===== config.mk =====
export PLATFORM = sky130hd
export DESIGN_NAME = debug_step_controller
export DESIGN_NICKNAME = d
export VERILOG_FILES = /design/src/rtl/debug_step_controller.sv
export SDC_FILE = /design/constraint.sdc
export NUM_CORES = 1
export LEC_CHECK = 0
export CAP_MARGIN = 20
export CELL_PAD_IN_SITES_DETAIL_PLACEMENT = 1
export CELL_PAD_IN_SITES_GLOBAL_PLACEMENT = 1
export CORE_ASPECT_RATIO = 1.25
export CORE_MARGIN = 2
export CORE_UTILIZATION = 44
export CTS_BUF_LIST = sky130_fd_sc_hd__clkbuf_4 sky130_fd_sc_hd__clkbuf_8 sky130_fd_sc_hd__clkbuf_16
export CTS_CLUSTER_DIAMETER = 60
export DETAILED_ROUTE_END_ITERATION = 16
export GPL_TIMING_DRIVEN = 0
export PLACE_DENSITY_LB_ADDON = 0.3
export SLEW_MARGIN = 20
export SYNTH_ARGS = -nofsm -noshare
export SYNTH_HDL_FRONTEND = slang
export SYNTH_SLANG_ARGS = --single-unit

===== constraint.sdc =====
create_clock -name sys_clk_ext -period 4.9 [get_ports sys_clk_ext]
set_clock_uncertainty 0.05 [all_clocks]
set_input_delay 0.735 -clock sys_clk_ext [delete_from_list [all_inputs] [get_ports sys_clk_ext]]
set_output_delay 0.735 -clock sys_clk_ext [all_outputs]
set_load 0.01 [all_outputs]

===== src/rtl/debug_step_controller.sv =====
// -----------------------------------------------------------------------------
// debug_step_controller
//
// Single-step debug sequencer. Turns host debug commands (HALT, RUN, STEP N,
// RUN_TO_BP) into a registered per-cycle clock-enable for the gated system
// clock and counts every design cycle it releases.
//
// Ports
//   sys_clk_ext   free-running clock, all logic on its rising edge
//   reset_n       asynchronous active-low reset
//   debug_enable  level, 0 = free-run (clock never gated)
//   cmd_valid     one-cycle command strobe
//   cmd_op        00 HALT, 01 RUN, 10 STEP, 11 RUN_TO_BP
//   cmd_arg       step count for STEP
//   bp_cycle      breakpoint cycle value, sampled when RUN_TO_BP is accepted
//   ext_break     level, external break request
//   count_clear   one-cycle strobe, zeroes cycle_count (wins over increment)
//   clk_en        registered; each high cycle releases one design clock
//   cycle_count   number of clk_en-high cycles, wraps modulo 2^CNT_WIDTH
//   halted        high in HALT
//   cmd_ack       one-cycle pulse, command accepted
//   cmd_err       one-cycle pulse, command rejected and ignored
//   state         00 DISABLED, 01 HALT, 10 RUN, 11 STEP
// -----------------------------------------------------------------------------
module debug_step_controller #(
    parameter int CNT_WIDTH  = 32,
    parameter int STEP_WIDTH = 16
) (
    input  logic                  sys_clk_ext,
    input  logic                  reset_n,
    input  logic                  debug_enable,
    input  logic                  cmd_valid,
    input  logic [1:0]            cmd_op,
    input  logic [STEP_WIDTH-1:0] cmd_arg,
    input  logic [CNT_WIDTH-1:0]  bp_cycle,
    input  logic                  ext_break,
    input  logic                  count_clear,
    output logic                  clk_en,
    output logic [CNT_WIDTH-1:0]  cycle_count,
    output logic                  halted,
    output logic                  cmd_ack,
    output logic                  cmd_err,
    output logic [1:0]            state
);

    typedef enum logic [1:0] {
        ST_DISABLED = 2'b00,
        ST_HALT     = 2'b01,
        ST_RUN      = 2'b10,
        ST_STEP     = 2'b11
    } state_t;

    localparam logic [1:0] OP_HALT      = 2'b00;
    localparam logic [1:0] OP_RUN       = 2'b01;
    localparam logic [1:0] OP_STEP      = 2'b10;
    localparam logic [1:0] OP_RUN_TO_BP = 2'b11;

    state_t                state_q;
    logic [STEP_WIDTH-1:0] step_rem;
    logic [CNT_WIDTH-1:0]  bp_latch;
    logic                  bp_armed;

    logic [CNT_WIDTH-1:0]  count_next;
    logic                  halt_cmd;
    logic                  bp_hit;
    logic                  step_last;

    // Counter value after this edge. The breakpoint is compared against this
    // post-increment value, so the run stops with cycle_count equal to the
    // breakpoint exactly; modular equality makes the compare wrap-safe.
    always_comb begin
        count_next = cycle_count;
        if (count_clear)
            count_next = '0;
        else if (clk_en)
            count_next = cycle_count + CNT_WIDTH'(1);
    end

    assign halt_cmd  = cmd_valid && (cmd_op == OP_HALT);
    assign bp_hit    = bp_armed && (count_next == bp_latch);
    // In STEP the remainder is always >= 1; reaching 1 means this edge ends
    // the last requested pulse.
    assign step_last = (step_rem == STEP_WIDTH'(1));
    assign state     = state_q;

    always_ff @(posedge sys_clk_ext or negedge reset_n) begin
        if (!reset_n) begin
            state_q     <= ST_HALT;
            clk_en      <= 1'b0;
            cycle_count <= '0;
            halted      <= 1'b1;
            cmd_ack     <= 1'b0;
            cmd_err     <= 1'b0;
            step_rem    <= '0;
            bp_latch    <= '0;
            bp_armed    <= 1'b0;
        end else begin
            cycle_count <= count_next;
            cmd_ack     <= 1'b0;
            cmd_err     <= 1'b0;

            if (!debug_enable) begin
                // Free-run overrides everything, including pending commands.
                state_q  <= ST_DISABLED;
                clk_en   <= 1'b1;
                halted   <= 1'b0;
                step_rem <= '0;
                bp_armed <= 1'b0;
                cmd_err  <= cmd_valid;
            end else begin
                unique case (state_q)
                    ST_DISABLED: begin
                        state_q <= ST_HALT;
                        clk_en  <= 1'b0;
                        halted  <= 1'b1;
                        cmd_err <= cmd_valid;
                    end

                    ST_HALT: begin
                        clk_en <= 1'b0;
                        halted <= 1'b1;
                        if (cmd_valid) begin
                            case (cmd_op)
                                OP_HALT: begin
                                    cmd_ack <= 1'b1;
                                end
                                OP_RUN: begin
                                    if (ext_break) begin
                                        cmd_err <= 1'b1;
                                    end else begin
                                        cmd_ack  <= 1'b1;
                                        state_q  <= ST_RUN;
                                        clk_en   <= 1'b1;
                                        halted   <= 1'b0;
                                        bp_armed <= 1'b0;
                                    end
                                end
                                OP_STEP: begin
                                    if (ext_break) begin
                                        cmd_err <= 1'b1;
                                    end else begin
                                        cmd_ack <= 1'b1;
                                        // STEP 0 is a harmless no-op.
                                        if (cmd_arg != '0) begin
                                            state_q  <= ST_STEP;
                                            step_rem <= cmd_arg;
                                            clk_en   <= 1'b1;
                                            halted   <= 1'b0;
                                        end
                                    end
                                end
                                OP_RUN_TO_BP: begin
                                    // A breakpoint equal to the current count
                                    // could only be hit after a full wrap.
                                    if (ext_break || (bp_cycle == cycle_count)) begin
                                        cmd_err <= 1'b1;
                                    end else begin
                                        cmd_ack  <= 1'b1;
                                        bp_latch <= bp_cycle;
                                        bp_armed <= 1'b1;
                                        state_q  <= ST_RUN;
                                        clk_en   <= 1'b1;
                                        halted   <= 1'b0;
                                    end
                                end
                            endcase
                        end
                    end

                    ST_RUN: begin
                        cmd_ack <= halt_cmd;
                        cmd_err <= cmd_valid && !halt_cmd;
                        if (ext_break || halt_cmd || bp_hit) begin
                            state_q  <= ST_HALT;
                            clk_en   <= 1'b0;
                            halted   <= 1'b1;
                            bp_armed <= 1'b0;
                        end
                    end

                    ST_STEP: begin
                        cmd_ack  <= halt_cmd;
                        cmd_err  <= cmd_valid && !halt_cmd;
                        step_rem <= step_rem - STEP_WIDTH'(1);
                        if (ext_break || halt_cmd || step_last) begin
                            state_q  <= ST_HALT;
                            clk_en   <= 1'b0;
                            halted   <= 1'b1;
                            step_rem <= '0;
                        end
                    end
                endcase
            end
        end
    end

endmodule


# Yosys cells after proc, flatten, opt, wreduce, memory -nomap -nowiden
# Index checks and enable logic that the tools add are counted.
word_totals:
  register_bits: 87
  latchBits: 0
  ram_bits: 0
  romBits: 0
  in_bits: 56
  output_inout_bits: 38
  memories: 0
classes:
  n_addsub: 2
  multipliers: 0
  div_mod_pow: 0
  order_cmp: 0
  eq_ne: 23
  shifts: 0
  n_mux: 53
  n_bitwise: 1
  n_reduce_logical: 18
ops:
  columns: ["op", "n"]
  rows:
  - ["16-bit 2-to-1 mux", 6]
  - ["32-bit equality test", 2]
  - ["32-bit 2-to-1 mux", 2]
  - ["32-bit by 1-bit adder with 32-bit output (second input constant)", 1]
  - ["16-bit one-hot mux with 2 select lines", 1]
  - ["1-bit 2-to-1 mux", 24]
  - ["16-bit by 1-bit equality test with 1-bit output (second input constant)", 1]
  - ["2-bit 2-to-1 mux", 8]
  - ["4-bit != test (second input constant)", 4]
  - ["16-bit nonzero test", 1]
  - ["16-bit by 1-bit subtractor with 16-bit output (second input constant)", 1]
  - ["3-bit != test (second input constant)", 5]
  - ["1-bit one-hot mux with 3 select lines", 4]
  - ["5-bit AND reduction", 2]
  - ["2-bit equality test (second input constant)", 4]
  - ["1-bit one-hot mux with 2 select lines", 4]
  - ["1-bit one-hot mux with 4 select lines", 2]
  - ["2-bit one-hot mux with 4 select lines", 1]
  - ["8-bit AND reduction", 1]
  - ["3-bit by 1-bit != test with 1-bit output (second input constant)", 2]
  - ["2-bit one-hot mux with 3 select lines", 1]
  - ["6-bit AND reduction", 1]
  - ["5-bit by 3-bit != test with 1-bit output (second input constant)", 1]
  - ["2-bit by 1-bit equality test with 1-bit output (second input constant)", 2]
  - ["9 further kinds", 16]

# Depth between registers and ports, before layout
# Gate-level depths: netlist of run 1.
logic_depth:
  word_depth: 9
  mapped_depth: 11
  depth_no_buf: 10

# Worst setup path before layout of run 1
# No wires, ideal clock.
synth_timing:
  kind: "flip-flop to flip-flop"
  from: "register cycle_count[0]"
  to: "register halted"
  setup_time_ns: 0.080
  arrival_time_ns: 3.101
  required_ns: 4.770
  setup_slack_ns: 1.669
  path_stages_with_launch: 12
  n_path_buf: 1
  cell_sequence: "dfrtp_1 ha_1 nand4_1 or2_1 buf_2 or4_1 a21oi_1 xor2_1 nor4_1 nand4_1 or4_1 a32o_1"
synth_via:
  elab_chain_cells: 8
  word_cells_on_any_way: 15
  classes_between: "add/sub (1); eq/ne (3); mux (7); reduce/logical (4)"
synth_rtl:
  columns: ["item", "line", "text"]
  rows:
  - ["from (decl)", "39", "output logic [CNT_WIDTH-1:0] cycle_count,"]
  - ["from (signal assigned)", "98", "cycle_count <= count_next;"]
  - ["32-bit by 1-bit adder with 32-bit output", "76", "count_next = cycle_count + CNT_WIDTH'(1);"]
  - ["32-bit 2-to-1 mux", "75", "else if (clk_en)"]
  - ["32-bit 2-to-1 mux", "73", "if (count_clear)"]
  - ["net count_next[30]", "63", "logic [CNT_WIDTH-1:0] count_next;"]
  - ["32-bit equality test", "80", "assign bp_hit = bp_armed && (count_next == bp_latch);"]
  - ["1-bit logical AND", "80", null]
  - ["1-bit logical OR", "173", "if (ext_break || halt_cmd || bp_hit) begin"]
  - ["3-bit != test (no source line)", null, null]
  - ["2-bit AND reduction (no source line)", null, null]
  - ["to (signal assigned)", "91", "halted <= 1'b1;"]
  - ["to (signal assigned)", "176", "halted <= 1'b1;"]
  - ["to (signal assigned)", "188", "halted <= 1'b1;"]
  - ["to (decl)", "40", "output logic halted,"]
# The timed path passes the listed nets, and every way through them passes these cells.
# A chain may end at the register's enable or synchronous reset.

# Worst setup path in the final report of run 1
layout_timing:
  from: "input port count_clear"
  to: "register halted"
layout_via:
  elab_chain_cells: 6
layout_rtl:
  columns: ["item", "line", "text"]
  rows:
  - ["from (decl)", "37", "input logic count_clear,"]
  - ["32-bit 2-to-1 mux", "73", null]
  - ["net count_next[9]", "63", null]
  - ["32-bit equality test", "80", null]
  - ["1-bit logical AND", "80", null]
  - ["1-bit logical OR", "173", null]
  - ["3-bit != test (no source line)", null, null]
  - ["2-bit AND reduction (no source line)", null, null]
# The timed path passes the listed nets, and every way through them passes these cells.

==> results.toml, run 1 <==
[clocking]
htreeDepth = 3
cts_buffers = 9
cts_setup_buffers = 0
cts_sinks = 87
clk_path_buf_depth = 2
path_clk_slew_ns = 0.06
cts_hold_buffers = 0
cts_root_buf = "clkbuf_16"
tritoncts = "built"
clock_latency_ns = 0.34

[finish]
layout-area-overhead-vs-synth_pct = 26.8
nets = 782
instances_no_fill = 887
post-route-util = 0.575
num_antenna_cells = 0
drive_gt1_frac = 0.0941

[placed_design]
hpwl_um = 14500
placedCellCount = 871
place.gp.congestion = 0.908
port_buffers = 92

[grt]
grt_busiest_layer = "met2"
grt_use_total = 0.288
grtUsageMet1 = 0.313
grt_use_met3 = 0.0385
grt_pass1_vias = 5645
grt_pass1_wl_um = 30200
grt_max_degree = 69
gr-total-overflow = 0
antenna_found_initial = 0
grt.met2_usage = 0.539

[synth]
syn_inst = 614
synth_area_leaders = "dfrtp_1 (38%), xnor2_1 (7.6%), mux2_2 (6.9%), nand2_1 (3.4%), o21ai_0 (3.3%)"
ys_warn_count = 0
synthArstFlopShare = 1.00
synth_top_area_cell = "dfrtp_1"
yosysTopAreaCellShare = 0.382
ys_ff_latch = 87
synth_flop_cell = "dfrtp_1"
syn_nets = 678
seq_area_frac_synth = 0.392
yosys.cell_types.count = 60
syn_area_per_cell_um2 = 9.06
syn_area_mm2 = 0.00556
synth_edf_count = 0

[pwr]
p_per_area_mw_per_mm2 = 281
leakage_uw = 0.00288
ir_drop_uv = 150

[worst_setup_path]
ff2ff_setup_slack_ns = 0.75
r2r_end = "halted$_DFFE_PN1P_"
cp_common_cell = "clkbuf_1"
r2r-start = "clk_en$_DFFE_PN0P_"
crit_cells = 10
crit_path_start = "count_clear"
path_delay_family = "buffers and inverters"
start_kind = "input port"
cp_cell_sequence = "clkdlybuf4s50_1, clkbuf_1, clkbuf_1, buf_1, nor2_1, xor2_1, nor4_1, nand4_1, or4_1, a32o_1"
critical_path_buf_inv_count = 4
cp_slowest_cell = "clkdlybuf4s50_1"
worstPathArrival_ns = 4.90
crit_fanout = 10
r2r_cells = 11
cp-endpoint = "halted$_DFFE_PN1P_"
worstSetupEndpointType = "flop"
path_class = "in2reg"
cpPeakStageDelay_ns = 0.60
critPathRequiredTime_ns = 5.12

[detailed_routing]
drtAntennaViolNets = 0
vias_per_cell = 6.04
wire_per_inst_um = 21.7
drt-pass1-iter-count = 5
totalWireLength_um = 19200
drtIter0Drc = 246
via_count = 5359
route.detailed.drc = 0

[floorplanning]
top_level_ports = 94
die_w_um = 105
fp.dieArea_mm2 = 0.0136
initial_core_util = 0.453
core_area_mm2 = 0.0123
die_h_um = 130
rows = 45

[sta]
period_share = 0.955
rsz0062_at_grt = "no"
max_freq_mhz = 214
layout_min_cycle_time_ns = 4.68
drv_slew = 0
tightest_slew_ns = 0.912
relSlewSlack = 0.392
setup_violations = 0
hold_ws_ns = 0.186
hold_violations = 0
finalSetupTns_ns = 0

[job]
drv_cap = 0

[status]
status = "finished clean"

[hold_path]
hold_class = "in2async"
-- cell families (layout without fill, tap and decap cells) --
logic type	count (synthesis)	count (layout)	share of synthesized area
XOR/XNOR	68	68	0.107
buffers and inverters	49	158	0.0342
flip-flops	87	87	0.392
adder cells (fa/ha/maj)	8	8	0.0180
AND/OR/NAND/NOR	256	256	0.250
AO/OA/AOI/OAI	108	108	0.123
multiplexers	38	38	0.0760
-- worst min-delay path by stage --
stage	to	slack [ns]
6_report	bp_latch[9]$_DFFE_PN0P_	0.19
5_1_grt	bp_latch[9]$_DFFE_PN0P_	0.19
4_1_cts	bp_latch[9]$_DFFE_PN0P_	0.18
3_5_place_dp	step_rem[11]$_DFFE_PN0P_	0.46
3_3_place_gp	step_rem[11]$_DFFE_PN0P_	0.44
2_1_floorplan	bp_armed$_DFFE_PN0P_	0.39
-- layer usage --
| metal | vias up | part of all wire |
|---|---|---|
| li1 | 2440 | - |
| met1 | 2667 | 0.37 |
| met5 | - | 0 |
| met3 | 58 | 0.050 |
| met4 | 0 | 0.051 |
| met2 | 194 | 0.53 |
-- area by class of cell --
type | instances | area [um^2]
well taps | 164 | 205
fillers | 1460 | 5220
flip-flops and latches | 87 | 2180
repair buffers | 93 | 950
plain buffers | 32 | 128
multi-input cells | 478 | 3190
inverters | 17 | 63.8
clock inverters | 5 | 80.1
clock buffers | 11 | 253
-- repair_timing --
item,CTS,global route
hold endpoints to repair,0,0
endpoints found under the setup margin,0,1
gates resized for setup,0,2
-- where the power goes --
part	internal (uW)	total, uW	switching [uW]
clock	474	773	299
sequential	785	843	58.3
combinational	179	368	188
total	1440	1980	546
-- registers in the layout, indices dropped and copies added, names as in the netlist --
name         flops
cmd_err          1
clk_en           1
step_rem        16
bp_armed         1
halted           1
cycle_count     32
bp_latch        32
state            2
cmd_ack          1
-- cell usage after synthesis (2+ instances only) --
| cell type | instances |
|---|---|
| or2_2 | 6 |
| mux2_2 | 34 |
| inv_1 | 16 |
| nand4b_1 | 3 |
| o21ai_0 | 37 |
| and3_1 | 8 |
| o2111ai_1 | 2 |
| a21boi_0 | 3 |
| or4_1 | 7 |
| buf_2 | 5 |
| ha_1 | 8 |
| o211ai_1 | 3 |
| o311a_1 | 2 |
| a221oi_1 | 2 |
| a211o_1 | 2 |
| and4_1 | 10 |
| dfstp_2 | 2 |
| a22oi_1 | 9 |
| o311ai_0 | 4 |
| or3_1 | 4 |
| nor3b_1 | 3 |
| nand3_1 | 26 |
| or4b_1 | 2 |
| nor3_1 | 19 |
| nor4b_1 | 4 |
| nand4bb_1 | 2 |
| nand4_1 | 25 |
| xor2_1 | 20 |
| a21o_1 | 2 |
| buf_1 | 3 |
| nor4_1 | 16 |
| mux2i_1 | 4 |
| nand2_1 | 51 |
| nor2_1 | 49 |
| nor2b_1 | 7 |
| dfrtp_1 | 85 |
| nand2b_1 | 4 |
| xnor2_1 | 48 |
| a21oi_1 | 23 |
| clkbuf_1 | 24 |
| o21a_1 | 4 |
| o31ai_1 | 3 |
| and2_1 | 5 |
| a22o_1 | 2 |
-- placed cells by master, fill, tap and decap left out, types with 3 or more instances in the layout --
cell type / count
clkdlybuf4s50_1: 91
o31ai_1: 3
nor4b_1: 4
inv_1: 16
o21a_1: 4
o211ai_1: 3
mux2_2: 34
buf_2: 5
nand4_1: 25
and4_1: 10
nor2_1: 49
clkbuf_1: 23
nand3_1: 26
xor2_1: 20
ha_1: 8
dfrtp_1: 85
xnor2_1: 48
a22oi_1: 9
clkbuf_16: 9
nand2_1: 51
nand2b_1: 4
or3_1: 4
nor2b_1: 7
nand4b_1: 3
nor4_1: 16
nor3_1: 19
o21ai_0: 37
a21boi_0: 3
or2_2: 6
mux2i_1: 4
o311ai_0: 4
nor3b_1: 3
and3_1: 8
a21oi_1: 23
and2_1: 5
or4_1: 7
buf_1: 3
-- metrics by stage --
| stage | power (uW) | setup slack, ns | instance area [um^2] |
|---|---|---|---|
| 2_1_floorplan | 1050 | 1.67 | 5560 |
| 3_3_place_gp | 1200 | -0.309 | 6690 |
| 3_5_place_dp | 1220 | -0.169 | 6720 |
| 4_1_cts | 2000 | 0.186 | 7050 |
| 5_1_grt | 2070 | 0.0589 | 7050 |
| 6_report | 1980 | 0.220 | 7050 |
No activity file was read; power rests on OpenSTA's default activity.
==> run 2, diff against run 1 <==
--- a/config.mk
+++ b/config.mk
@@ -6,16 +6,15 @@
 export NUM_CORES = 1
 export LEC_CHECK = 0
 export CAP_MARGIN = 20
-export CELL_PAD_IN_SITES_DETAIL_PLACEMENT = 1
-export CELL_PAD_IN_SITES_GLOBAL_PLACEMENT = 1
 export CORE_ASPECT_RATIO = 1.25
 export CORE_MARGIN = 2
-export CORE_UTILIZATION = 44
+export CORE_UTILIZATION = 49
 export CTS_BUF_LIST = sky130_fd_sc_hd__clkbuf_4 sky130_fd_sc_hd__clkbuf_8 sky130_fd_sc_hd__clkbuf_16
 export CTS_CLUSTER_DIAMETER = 60
 export DETAILED_ROUTE_END_ITERATION = 16
 export GPL_TIMING_DRIVEN = 0
 export PLACE_DENSITY_LB_ADDON = 0.3
+export REMOVE_ABC_BUFFERS = 1
 export SLEW_MARGIN = 20
 export SYNTH_ARGS = -nofsm -noshare
 export SYNTH_HDL_FRONTEND = slang
==> constraint.sdc (replaced) <==
create_clock -name sys_clk_ext -period 3.8 [get_ports sys_clk_ext]
set_clock_uncertainty 0.05 [all_clocks]
set_input_delay 0.57 -clock sys_clk_ext [delete_from_list [all_inputs] [get_ports sys_clk_ext]]
set_output_delay 0.57 -clock sys_clk_ext [all_outputs]
set_load 0.01 [all_outputs]
==> run 2 against run 1 <==
  * Critical endpoint unchanged
  * Register-to-register slack lost 0.62 ns
  * Critical path depth decreased by 1
  * Die area down 9.9%
  * Highest routed layer unchanged
  * Sequential share of layout area rose by 0.30 points
  * Final area shrank 0.85%
==> results.toml, run 2 (synthesized netlist as in run 1, its figures left out) <==
[status]
status = "finished clean"

[worst_setup_path]
cpPeakStageDelay_ns = 0.60
path_class = "reg2reg"
cp_slowest_cell = "or4_1"
worstSetupEndpointType = "flop"
critPathRequiredTime_ns = 4.02
ff2ff_setup_slack_ns = 0.13
path_delay_family = "simple AND/OR/NAND/NOR gates"
critical_path_buf_inv_count = 0
crit_fanout = 10
worstPathArrival_ns = 3.90
crit_path_start = "clk_en$_DFFE_PN0P_"
r2r-start = "clk_en$_DFFE_PN0P_"
cp_cell_sequence = "and4_1, nand4_1, or4_1, nand3_1, o2111ai_1, nor4_2, nand4_1, or4_1, a32o_1"
start_kind = "flop"

[floorplanning]
top_level_ports = 94
rows = 43
fp.dieArea_mm2 = 0.0122
core_area_mm2 = 0.0111
die_h_um = 123
initial_core_util = 0.502
die_w_um = 99.3

[grt]
grt_pass1_vias = 4952
gr-total-overflow = 0
grt_use_total = 0.260
antenna_found_initial = 0
grt_pass1_wl_um = 25000
grt_max_degree = 52

[sta]
tightest_slew_ns = 0.727
relSlewSlack = 0.511
setup_slack_ns = 0.125
rsz0062_at_grt = "no"
layout_min_cycle_time_ns = 3.67
hold_ws_ns = 0.147
setup_violations = 0
period_share = 0.967
drv_slew = 0
hold_violations = 0
max_freq_mhz = 272

[detailed_routing]
via_count = 5086
wire_per_inst_um = 18.8
vias_per_cell = 6.13
drtIter0Drc = 327
route.detailed.drc = 0
drtAntennaViolNets = 0
totalWireLength_um = 15600
drt-pass1-iter-count = 5

[clocking]
clk_path_buf_depth = 2
path_clk_slew_ns = 0.06
cts_sinks = 87
tritoncts = "built"
htreeDepth = 3
cts_buffers = 9
cts_hold_buffers = 0
cts_root_buf = "clkbuf_16"
clock_latency_ns = 0.34

[placed_design]
hpwl_um = 11700
pre_cts_slack_ns = 0.00609
port_buffers = 93
post_dp_cell_area_mm2 = 0.00664
place.gp.congestion = 0.903

[finish]
nets = 755
layout-area-overhead-vs-synth_pct = 25.7
fillCellCount = 924
drive_gt1_frac = 0.111
register_area_mm2 = 0.00218
final_area_mm2 = 0.00699
layout_common_cells = "clkdlybuf4s50_1 (91), dfrtp_1 (83), nand2_1 (51), xnor2_1 (48), nor2_1 (48)"
num_antenna_cells = 0
final_common_cell = "clkdlybuf4s50_1"
largestRegisters = "bp_latch: 32 flops, cycle_count: 32 flops, step_rem: 16 flops"
multiInputGateArea_mm2 = 0.00325

[job]
drv_cap = 0

[pwr]
ir_drop_uv = 228
leakage_uw = 0.00288
p_per_area_mw_per_mm2 = 350

[hold_path]
hold_class = "in2async"
==> run 2: worst paths after layout <==
kind                                        endpoint  cells past startpoint
max reg2reg                       halted$_DFFE_PN1P_                      9
min                        cycle_count[30]$_DFF_PN0_                      1
max                               halted$_DFFE_PN1P_                      9
min reg2reg                 step_rem[11]$_DFFE_PN0P_                      2
max in group asynchronous         halted$_DFFE_PN1P_                      2
min in group sys_clk_ext    step_rem[11]$_DFFE_PN0P_                      2
==> run 2: where the power goes <==
group	switching (uW)	internal [uW]	total (uW)
clock network	358	548	906
logic	220	234	454
registers	73.4	1010	1090
total	651	1790	2450
==> run 2: metal layers <==
metal	global-route usage	up-vias	wire length [um]
met4	0.121	0	469
li1	-	2385	-
met2	0.432	229	7700
met1	0.332	2445	6320
met5	0	-	0
met3	0.0452	27	1130
==> run 2: metrics by stage <==
step | power [uW] | util | cells | setup TNS (ns)
2_1_floorplan | 1340 | - | 582 | 0
3_3_place_gp | 1520 | 0.590 | 810 | -133.97
3_5_place_dp | 1550 | 0.599 | 814 | 0
4_1_cts | 2450 | 0.627 | 829 | 0
5_1_grt | 2540 | 0.631 | 830 | 0
6_report | 2450 | 0.631 | 830 | 0
==> run 2: cell type report <==
cell class / instances / area share
sequential: 87 / 0.312
inverter: 17 / 0.00913
tap: 135 / 0.0242
clock inverter: 3 / 0.00608
timing repair buffer: 98 / 0.147
clock buffer: 12 / 0.0372
multi-input combinational: 478 / 0.465
==> run 2: what timing repair did <==
item,4_1_cts,5_1_grt
buffers inserted,0,1
setup endpoints to repair,1,5
pin swaps,0,1
gates resized for setup,1,10
==> run 3, diff against run 2 <==
--- a/config.mk
+++ b/config.mk
@@ -7,7 +7,6 @@
 export LEC_CHECK = 0
 export CAP_MARGIN = 20
 export CORE_ASPECT_RATIO = 1.25
-export CORE_MARGIN = 2
 export CORE_UTILIZATION = 49
 export CTS_BUF_LIST = sky130_fd_sc_hd__clkbuf_4 sky130_fd_sc_hd__clkbuf_8 sky130_fd_sc_hd__clkbuf_16
 export CTS_CLUSTER_DIAMETER = 60
@@ -15,6 +14,7 @@
 export GPL_TIMING_DRIVEN = 0
 export PLACE_DENSITY_LB_ADDON = 0.3
 export REMOVE_ABC_BUFFERS = 1
+export SKIP_CTS_REPAIR_TIMING = 1
 export SLEW_MARGIN = 20
 export SYNTH_ARGS = -nofsm -noshare
 export SYNTH_HDL_FRONTEND = slang
==> run 3 against run 2 <==
  * Core utilization is 0.20 points lower
  * Global-route usage is 0.99 points higher
  * First-iteration DRC count is 25% higher
  * Register-to-register slack better by 0.02 ns
  * Critical endpoint unchanged
  * Wire length is 0.61% higher
  * Cell count is 0.36% higher
  * Final area is 0.32% lower
  * Worst hold slack worse by 0.0035 ns
  * Maximum frequency is 0.46% higher
  * Clock power is 1% lower
  * Combinational power is 2% higher
  * Critical path depth stayed put
==> results.toml, run 3 (synthesized netlist as in run 1, its figures left out) <==
[detailed_routing]
via_count = 5084
top_layer = "met4"
route.detailed.drc = 0
drtAntennaViolNets = 0
totalWireLength_um = 15700
drtIter0Drc = 410
vias_per_cell = 6.10
wl_met2_um = 7830
drt-pass1-iter-count = 5
wire_per_inst_um = 18.9
wl_met1_um = 6490
wl_met3_um = 943

[finish]
fillCellCount = 961
num_antenna_cells = 0
final_area_mm2 = 0.00697
final_common_cell = "clkdlybuf4s50_1"
largestRegisters = "bp_latch: 32 flops, cycle_count: 32 flops, step_rem: 16 flops"
nets = 757
drive_gt1_frac = 0.109
layout_common_cells = "clkdlybuf4s50_1 (91), dfrtp_1 (84), nand2_1 (51), xnor2_1 (48), nor2_1 (48)"
layout-area-overhead-vs-synth_pct = 25.3

[pwr]
power.total_uw = 2440
netSwitchingFraction = 0.268
seq_power_share = 0.445
internal-power_uw = 1790
combPwrFrac = 0.189
ir_drop_uv = 180
p_per_area_mw_per_mm2 = 350
clkPwrFrac = 0.366
leakage_uw = 0.00286
p_switching_uw = 654

[grt]
grt_use_total = 0.270
grt_max_degree = 53
gr-total-overflow = 0
antenna_found_initial = 0
grt_pass1_vias = 5044
grt_pass1_wl_um = 25000

[sta]
relSlewSlack = 0.534
hold_ws_ns = 0.144
layout_min_cycle_time_ns = 3.66
hold_violations = 0
period_share = 0.963
tightest_slew_ns = 0.692
max_freq_mhz = 273
setup_slack_ns = 0.142
finalSetupTns_ns = 0
drv_slew = 0
rsz0062_at_grt = "no"
setup_violations = 0

[status]
status = "finished clean"

[clocking]
cts_buffers = 9
clock_latency_ns = 0.34
cts_sinks = 87
path_clk_slew_ns = 0.06
cts_root_buf = "clkbuf_16"
htreeDepth = 3
tritoncts = "built"
clk_path_buf_depth = 2

[placed_design]
hpwl_um = 11700
post_dp_cell_area_mm2 = 0.00662
port_buffers = 93
place.gp.congestion = 0.929
pre_cts_slack_ns = -0.0329

[floorplanning]
initial_core_util = 0.502
core_area_mm2 = 0.0111
die_w_um = 97.3
die_h_um = 121
top_level_ports = 94
rows = 43
fp.dieArea_mm2 = 0.0118

[hold_path]
hold_class = "in2async"

[worst_setup_path]
crit_fanout = 11
critPathRequiredTime_ns = 4.02
worstPathArrival_ns = 3.88
path_class = "reg2reg"
worstSetupEndpointType = "flop"
start_kind = "flop"

[job]
drv_cap = 0
## run 3: changes by cell type in the layout (fill, tap and decap cells not counted), sizes merged
| cell | before | now |
|---|---|---|
| buf | 7 | 9 |
| clkinv | 2 | 4 |
| clkinvlp | 1 | 0 |
## run 3: path summary, 6_finish.rpt
check / cells past startpoint / slack, ns / start / end
max in group asynchronous: 2 / 2.87 / reset_n / halted$_DFFE_PN1P_
min in group sys_clk_ext: 2 / 0.46 / step_rem[5]$_DFFE_PN0P_ / step_rem[5]$_DFFE_PN0P_
min reg2reg: 2 / 0.46 / step_rem[5]$_DFFE_PN0P_ / step_rem[5]$_DFFE_PN0P_
max: 9 / 0.14 / cycle_count[7]$_DFF_PN0_ / halted$_DFFE_PN1P_
min: 1 / 0.14 / reset_n / cycle_count[30]$_DFF_PN0_
max reg2reg: 9 / 0.14 / cycle_count[7]$_DFF_PN0_ / halted$_DFFE_PN1P_
## run 3: per-stage QoR
stage | utilization | std cells
floorplan | - | 582
finish | 0.629 | 833
global placement | 0.590 | 810
CTS | 0.624 | 830
detailed placement | 0.597 | 814
global route | 0.629 | 833
## run 3: critical path: stages, from the launching register on
cell and delay (ns):
dfrtp_1 0.61, nand4_1 0.33, or2_4 0.37, or4b_1 0.57, nand3_1 0.12, nand4b_1 0.16
nor4_4 0.37, nand4_1 0.23, or4_1 0.56, a32o_1 0.23
## run 3: power groups by stage
stage | clock network (uW) | logic [uW] | registers (uW)
finish | 893 | 462 | 1090
global route | 949 | 505 | 1100
CTS | 907 | 451 | 1090
detailed placement | 0 | 446 | 1100
global placement | 0 | 428 | 1100
floorplan | 0 | 260 | 1080
## run 3: cell type report
class | instances | area [um^2] | share of cell area
Clock buffer | 12 | 254 | 0.0364
Clock inverter | 4 | 45.0 | 0.00646
Inverter | 17 | 63.8 | 0.00915
Multi-Input combinational cell | 478 | 3230 | 0.464
Sequential cell | 87 | 2180 | 0.313
Tap cell | 135 | 169 | 0.0242
Timing Repair Buffer | 100 | 1020 | 0.147
## run 3: metal layers
layer,GRT usage,vias up
met1,0.339,2492
li1,-,2395
met3,0.0432,29
met5,0,-
met2,0.462,168
met4,0.115,0
